**config.mk**
```make
export PLATFORM = sky130hd
export DESIGN_NAME = spi_flash_responder
export DESIGN_NICKNAME = d
export VERILOG_FILES = /design/src/rtl/spi_flash_responder.sv
export SDC_FILE = /design/constraint.sdc
export NUM_CORES = 1
export LEC_CHECK = 0
export BUFFER_PORTS_ARGS = -buffer_cell sky130_fd_sc_hd__buf_2
export CAP_MARGIN = 25
export CORE_UTILIZATION = 55
export CTS_CLUSTER_SIZE = 10
export DETAILED_ROUTE_END_ITERATION = 8
export PLACE_DENSITY_LB_ADDON = 0.25
export SYNTH_ARGS = -nofsm -noshare
export SYNTH_HDL_FRONTEND = slang
export SYNTH_SLANG_ARGS = --single-unit
```
**constraint.sdc**
```tcl
create_clock -name core_clk -period 2.3 [get_ports core_clk]
set_input_delay 0 -clock core_clk [delete_from_list [all_inputs] [get_ports core_clk]]
set_output_delay 0 -clock core_clk [all_outputs]
set_load 0.01 [all_outputs]
```
**src/rtl/spi_flash_responder.sv**
```systemverilog
// SPI mode-0 single-bit flash target answering READ (0x03) from a byte-wide synchronous memory.
// Other opcodes are swallowed until chip select rises; unknown ones pulse cmd_err.
module spi_flash_responder #(
    parameter int unsigned ADDR_W      = 24,
    parameter int unsigned SYNC_STAGES = 2
) (
    input  logic              core_clk,
    input  logic              core_rstn,
    input  logic              flash_csb,
    input  logic              flash_clk,
    input  logic              flash_io0,
    output logic              flash_io1,
    output logic              flash_io1_oeb,
    output logic              mem_rd,
    output logic [ADDR_W-1:0] mem_addr,
    input  logic [7:0]        mem_rdata,
    output logic              busy,
    output logic              cmd_err
);

    typedef enum logic [2:0] {StIdle, StCmd, StAddr, StData, StIgnore} state_e;

    localparam logic [ADDR_W-1:0] ADDR_ONE = {{(ADDR_W-1){1'b0}}, 1'b1};

    logic [SYNC_STAGES-1:0] csb_sync, clk_sync, io0_sync;
    logic                   csb_s, clk_s, io0_s, clk_prev_q, clk_rise, clk_fall;

    state_e            state_q, state_d;
    logic [4:0]        bit_cnt_q, bit_cnt_d;
    logic [23:0]       sh_q, sh_d, sh_next;
    logic [ADDR_W-1:0] addr_q, addr_d, mem_addr_q, mem_addr_d;
    logic [7:0]        tx_q, tx_d, pf_q, pf_d, src;
    logic              mem_rd_q, mem_rd_d, rd_vld_q, rd_vld_d, dst_pf_q, dst_pf_d;
    logic              first_q, first_d, io1_q, io1_d, oeb_q, oeb_d, cmd_err_q, cmd_err_d;

    assign csb_s    = csb_sync[SYNC_STAGES-1];
    assign clk_s    = clk_sync[SYNC_STAGES-1];
    assign io0_s    = io0_sync[SYNC_STAGES-1];
    assign clk_rise = clk_s & ~clk_prev_q;
    assign clk_fall = ~clk_s & clk_prev_q;

    always_ff @(posedge core_clk or negedge core_rstn) begin
        if (!core_rstn) begin
            csb_sync   <= '1;
            clk_sync   <= '0;
            io0_sync   <= '0;
            clk_prev_q <= 1'b0;
            state_q    <= StIdle;
            bit_cnt_q  <= '0;
            sh_q       <= '0;
            addr_q     <= '0;
            mem_addr_q <= '0;
            tx_q       <= '0;
            pf_q       <= '0;
            mem_rd_q   <= 1'b0;
            rd_vld_q   <= 1'b0;
            dst_pf_q   <= 1'b0;
            first_q    <= 1'b0;
            io1_q      <= 1'b0;
            oeb_q      <= 1'b1;
            cmd_err_q  <= 1'b0;
        end else begin
            csb_sync   <= {csb_sync[SYNC_STAGES-2:0], flash_csb};
            clk_sync   <= {clk_sync[SYNC_STAGES-2:0], flash_clk};
            io0_sync   <= {io0_sync[SYNC_STAGES-2:0], flash_io0};
            clk_prev_q <= clk_s;
            state_q    <= state_d;
            bit_cnt_q  <= bit_cnt_d;
            sh_q       <= sh_d;
            addr_q     <= addr_d;
            mem_addr_q <= mem_addr_d;
            tx_q       <= tx_d;
            pf_q       <= pf_d;
            mem_rd_q   <= mem_rd_d;
            rd_vld_q   <= rd_vld_d;
            dst_pf_q   <= dst_pf_d;
            first_q    <= first_d;
            io1_q      <= io1_d;
            oeb_q      <= oeb_d;
            cmd_err_q  <= cmd_err_d;
        end
    end

    always_comb begin
        state_d    = state_q;
        bit_cnt_d  = bit_cnt_q;
        sh_d       = sh_q;
        addr_d     = addr_q;
        mem_addr_d = mem_addr_q;
        tx_d       = tx_q;
        pf_d       = pf_q;
        mem_rd_d   = 1'b0;
        rd_vld_d   = mem_rd_q;
        dst_pf_d   = dst_pf_q;
        first_d    = first_q;
        io1_d      = io1_q;
        oeb_d      = oeb_q;
        cmd_err_d  = 1'b0;
        sh_next    = {sh_q[22:0], io0_s};
        src        = tx_q;

        // Read data lands one cycle after the strobe; route it to the current or prefetch byte.
        if (rd_vld_q) begin
            if (dst_pf_q) pf_d = mem_rdata;
            else          tx_d = mem_rdata;
        end

        if (state_q != StIdle && csb_s) begin
            state_d   = StIdle;
            io1_d     = 1'b0;
            oeb_d     = 1'b1;
            rd_vld_d  = 1'b0;
            bit_cnt_d = '0;
        end else begin
            unique case (state_q)
                StIdle: begin
                    io1_d    = 1'b0;
                    oeb_d    = 1'b1;
                    rd_vld_d = 1'b0;
                    if (!csb_s) begin
                        state_d   = StCmd;
                        bit_cnt_d = '0;
                        sh_d      = '0;
                        // A rise seen together with the select belongs to the new frame.
                        if (clk_rise) begin
                            bit_cnt_d = 5'd1;
                            sh_d      = {23'd0, io0_s};
                        end
                    end
                end
                StCmd: begin
                    if (clk_rise) begin
                        sh_d      = sh_next;
                        bit_cnt_d = bit_cnt_q + 5'd1;
                        if (bit_cnt_q == 5'd7) begin
                            bit_cnt_d = '0;
                            sh_d      = '0;
                            if (sh_next[7:0] == 8'h03) begin
                                state_d = StAddr;
                            end else begin
                                state_d   = StIgnore;
                                cmd_err_d = !(sh_next[7:0] == 8'hAB || sh_next[7:0] == 8'hFF);
                            end
                        end
                    end
                end
                StAddr: begin
                    if (clk_rise) begin
                        sh_d      = sh_next;
                        bit_cnt_d = bit_cnt_q + 5'd1;
                        if (bit_cnt_q == 5'd23) begin
                            bit_cnt_d  = '0;
                            addr_d     = sh_next[ADDR_W-1:0];
                            mem_addr_d = sh_next[ADDR_W-1:0];
                            mem_rd_d   = 1'b1;
                            dst_pf_d   = 1'b0;
                            first_d    = 1'b1;
                            state_d    = StData;
                        end
                    end
                end
                StData: begin
                    if (clk_fall) begin
                        if (bit_cnt_q[2:0] == 3'd0) begin
                            if (!first_q) src = pf_q;
                            first_d    = 1'b0;
                            addr_d     = addr_q + ADDR_ONE;
                            mem_addr_d = addr_q + ADDR_ONE;
                            mem_rd_d   = 1'b1;
                            dst_pf_d   = 1'b1;
                        end
                        io1_d     = src[7];
                        tx_d      = {src[6:0], 1'b0};
                        oeb_d     = 1'b0;
                        bit_cnt_d = {2'b00, bit_cnt_q[2:0] + 3'd1};
                    end
                end
                StIgnore: begin
                    oeb_d = 1'b1;
                end
                default: state_d = StIdle;
            endcase
        end
    end

    assign flash_io1     = io1_q;
    assign flash_io1_oeb = oeb_q;
    assign mem_rd        = mem_rd_q;
    assign mem_addr      = mem_addr_q;
    assign busy          = (state_q != StIdle);
    assign cmd_err       = cmd_err_q;

endmodule

```
## Word level (Yosys, flattened, before mapping)

Cells that the tools add are included.

- Register bits after elaboration: 85
- Output and inout bits: 29
- Logic and storage cells: 131

- Add/sub/neg operators: 3
- Equality and inequality tests: 22
- Muxes and demuxes: 64
- Bitwise logic cells: 5
- Reductions and logical operators: 20

Operators by type and width:

| cell | count |
|---|---|
| two-way mux 24 bit | 4 |
| two-way mux 23 bit | 4 |
| case mux 23 bit (3 select lines) | 1 |
| two-way mux 8 bit | 7 |
| case mux 24 bit (2 select lines) | 1 |
| two-way mux 5 bit | 7 |
| two-way mux 1 bit | 26 |
| adder 24 x 1 -> 24 bit (second input constant) | 1 |
| two-way mux 3 bit | 7 |
| case mux 5 bit (4 select lines) | 1 |
| != test 3 bit (second input constant) | 6 |
| equality test 8 bit (second input constant) | 2 |
| != test 2 bit (second input constant) | 6 |
| case mux 3 bit (4 select lines) | 1 |
| AND reduction 6 bit | 2 |
| nonzero test 3 bit | 4 |
| case mux 1 bit (2 select lines) | 5 |
| AND reduction 5 bit | 2 |
| equality test 8 x 2 -> 1 bit (second input constant) | 1 |
| equality test 3 x 2 -> 1 bit (second input constant) | 2 |
| logical NOT 3 bit | 2 |
| AND reduction 2 bit | 3 |
| adder 5 x 1 -> 5 bit (second input constant) | 1 |
| equality test 5 x 3 -> 1 bit (second input constant) | 1 |
| other kinds (13) | 17 |

## Longest topological paths before layout

- Word-level depth: 8
- Mapped depth: 8

## Worst setup path before layout

Ideal clock, no wire load.

- Path type: reg-to-reg
- Start: register bit_cnt_q[0]
- End: register mem_addr_q[8] (netlist: mem_addr[8])
- Setup time: 126 ps
- Arrival: 1558 ps
- Required time: 2174 ps
- Path slack: 616 ps
- Stages on the path, launching flop included: 8
- Path buffers: 1
- Clock period less this slack: 1684 ps
- Cell sequence: dfrtp_1 inv_1 ha_1 nor4bb_2 and2_1 o21ai_2 buf_6 a221o_1

- Cells in the longest elaborated chain, start to end: 3

Ends and longest elaborated chain:

| what | RTL line | source |
|---|---|---|
| start, declared | 29 | `logic [4:0] bit_cnt_q, bit_cnt_d;` |
| start signal, assigned | 68 | `bit_cnt_q <= bit_cnt_d;` |
| equality test 5 bit / logical NOT 3 bit (equally long branches) | 151, 164 |  |
| != test 2 bit (no line) | -- |  |
| AND reduction 6 bit (no line) * | -- |  |
| end signal, assigned | 71 | `mem_addr_q <= mem_addr_d;` |
| end, declared | 31 | `logic [ADDR_W-1:0] addr_q, addr_d, mem_addr_q, mem_addr_d;` |

Every way passes the cells marked *; elsewhere a longest branch is shown, timed or not.
A chain may end at the register's enable or synchronous reset.

==> metrics.md <==
| Metric | Value |
|---|---|
| CP required | `roughly 2500 ps` |
| Mapped Avg Cell Area | `approximately 10 sq um` |
| Crit Path Category | `reg2reg` |
| Final Cell Area | `~0.0050 sq mm` |
| Synth Flop Type | `dfrtp_1` |
| Synth unique cells | `64` |
| Final max-slew violation count | `0` |
| Slew @ Worst Pin | `a little over 700 ps` |
| Deepest clock path buffer count | `2` |
| Most frequent cell after synthesis | `dfrtp_1` |
| Drt initial violations | `~330` |
| Initial antenna violation count | `0` |
| Worst setup EP type | `flip-flop` |
| Sw frac | `0.244` |
| Residual DRC count | `0` |
| R2R cell count | `6` |
| Num CTS Buffers | `9` |
| Synthesis-to-layout area growth | `14.9%` |
| Global-route usage over all layers | `0.259` |
| IO Pins | `42` |
| FP Rows | `31` |
| Flops & latches, synth | `85` |
| Largest net degree at the start of global routing | `56` |
| Nets@finish | `484` |
| Post-synth EDFFs | `0` |
| Total negative slack | `0 ps` |
| Setup-failing EPs final | `0` |
| Post-synth top cells | `dfrtp_1 (82), nand2_1 (38), nor2_1 (26)` |
| Syn Inst Count | `approximately 410` |
| Flop-to-flop setup slack | `~270 ps` |
| Final antenna-violating net count | `0` |
| Non-Filler Instances | `~570` |
| Vias in the first global route | `~3500` |
| Fmax | `roughly 0.49 GHz` |
| Num Clock Sinks | `85` |
| Main area contributors after synthesis | `dfrtp_1 (48%), a22o_1 (4.9%), nand2_1 (3.3%)` |
| Min Tclk post-route | `between 2000 and 2500 ps` |
| # diodes | `0` |
| Pwr Density | `596 mW/mm^2` |
| Pint | `2.24 mW` |
| TritonCTS clock tree | `done` |
| CORE AREA | `between 0.007 and 0.008 sq mm` |
| Status | `complete, no violations` |
| Leakage | `about 2.3 nW` |
| Root Driver | `clkbuf_8` |
| Final Wtd Congestion | `about 0.90` |
| Synth area leader | `dfrtp_1` |
| Die Width | `about 91 microns` |
| Routed wire length | `roughly 10000 microns` |
| Initial core utilization | `0.583` |
| Layout cell share with drive strength beyond 1 | `0.205` |
| Yosys top cell area share | `0.475` |
| Post-synthesis cell area | `0.00432 sq mm` |
| Startpoint Class | `flip-flop` |
| CTS resizes | `0` |
| Comb pwr share | `0.087` |
| Post-DP Area | `between 0.004 and 0.005 sq mm` |
| FF-to-FF Start | `mem_addr[0]` |
| # placed instances | `~540` |
| H-tree levels | `3` |
| Clk slew on worst S/H paths | `~90 ps` |
| Max-capacitance violation count | `0` |
| Clock group share of total power | `0.390` |
| Via-to-Cell Ratio | `around 6.4` |
| Clock latency at the later pin of the worst-skew pair | `between 300 and 400 ps` |
| Pre-antenna DRT Iters | `5` |
| DP Wirelength | `6790 microns` |
| Vias | `about 3600` |
| Post-synth ARST share | `1.00` |
| Fin Clk Skew | `~19 ps` |
| Fin. Hold Viols | `0` |
| Syn Nets | `430` |
| RR Endpoint | `mem_addr[20]` |
| Die area | `0.00821 sq mm` |
| DR WL/cell | `~17 microns` |
| First-pass GRT wire length | `17000 microns` |
| Arrival time worst endpoint | `between 2000 and 2500 ps` |
| Peak VDD IR | `0.438 mV` |
| Slew headroom | `0.526` |
| Yosys synthesis warning count | `0` |
| Psw | `around 700 uW` |
| DIE HEIGHT | `90.6 microns` |
| Period utilisation layout | `0.882` |
| HP Class | `in2async` |
| Buffers on Ports | `41` |
| Crit Path Max Fanout | `10` |
| Sequential share of the synthesized area | `0.493` |
| Unrepaired setup endpoints after global routing | `false` |
| GRT Residual Overflow | `0` |
| Seq pwr share | `0.524` |
## timing repair
item	CTS	global route
setup endpoints to repair	0	0
hold endpoints to repair	70	0
hold buffers	12	0
setup buffers	0	0
## layout by cell type, fill, tap and decap left out, drive strengths merged, types with 12 or more instances in the layout
cell | synthesis | routed
a22o | 24 | 24
dfrtp | 82 | 82
nor2b | 15 | 15
nand2 | 38 | 38
o21ai | 29 | 29
nor2 | 26 | 26
nand3 | 19 | 19
buf | 14 | 53
dlygate4sd3 | 0 | 12
a21oi | 16 | 16
## cells by family (layout without fill, tap and decap cells)
kind of cell             after synthesis  count (layout)  synth area share
AND/OR/NAND/NOR                      153             153             0.209
AO/OA/AOI/OAI                        120             120             0.198
flip-flops                            85              85             0.493
buffers and inverters                 29              88            0.0348
multiplexers                          19              19            0.0464
XOR/XNOR                               5               5            0.0101
adder cells (fa/ha/maj)                3               3           0.00869
## flip-flops by register name (all words and copies together) (netlist names)
name / cells
mem_addr: 24
sh_q: 23
pf_q: 8
tx_q: 8
bit_cnt_q: 5
state_q: 3
clk_sync: 2
csb_sync: 2
io0_sync: 2
clk_prev_q: 1
cmd_err: 1
dst_pf_q: 1
first_q: 1
flash_io1: 1
flash_io1_oeb: 1
mem_rd: 1
rd_vld_q: 1
## worst max path at each step
| stage | startpoint | endpoint | slack [ps] | depth (start not counted) |
|---|---|---|---|---|
| detailed placement | mem_addr[0] | mem_addr[20] | 340 | 6 |
| floorplan | bit_cnt_q[0] | mem_addr[8] | 620 | 7 |
| CTS | mem_addr[0] | mem_addr[20] | 350 | 6 |
| global route | state_q[0] | sh_q[15] | 170 | 5 |
| finish | mem_addr[0] | mem_addr[20] | 270 | 6 |
| global placement | clk_prev_q | mem_addr[6] | 470 | 5 |
## per-layer routing
metal | wire length (microns) | part of all wire | global-route usage | vias to the layer above
met5 | 0 | 0 | 0 | -
met4 | 108 | 0.011 | 0.0820 | 0
met3 | 704 | 0.071 | 0.0640 | 15
met2 | 4650 | 0.47 | 0.392 | 162
met1 | 4490 | 0.45 | 0.368 | 1784
li1 | - | - | - | 1674
## worst max-delay path, stage by stage, from the launching register on
cell	delay, ps
dfrtp_1	460
ha_1	280
nand2_1	160
nor4_4	490
a31oi_1	160
o21ai_0	220
o311ai_1	140
## cell type report
type / instances / area, sq um
Timing Repair Buffer: 65 / 430
Clock inverter: 7 / 88.8
Inverter: 7 / 26.3
Multi-Input combinational cell: 300 / 2040
Sequential cell: 85 / 2130
Tap cell: 99 / 124
Clock buffer: 9 / 124
Fill cell: 562 / 2450
## power by group through the flow
stage | Clock (mW) | Sequential [mW] | Combinational [mW]
2_1_floorplan | 0 | 1.56 | 0.168
3_3_place_gp | 0 | 1.58 | 0.237
3_5_place_dp | 0 | 1.58 | 0.242
4_1_cts | 1.18 | 1.55 | 0.259
5_1_grt | 1.24 | 1.55 | 0.286
6_report | 1.15 | 1.55 | 0.256
## through the flow
| step | util | hold slack (ps) | setup slack, ps | total power, mW |
|---|---|---|---|---|
| 2_1_floorplan | - | -296 | 616 | 1.73 |
| 3_3_place_gp | 0.625 | 98.7 | 473 | 1.81 |
| 3_5_place_dp | 0.625 | 104 | 344 | 1.82 |
| 4_1_cts | 0.670 | 254 | 347 | 2.99 |
| 5_1_grt | 0.670 | 270 | 174 | 3.08 |
| 6_report | 0.670 | 233 | 272 | 2.96 |
Note: power is estimated with default switching activity, not from simulation.
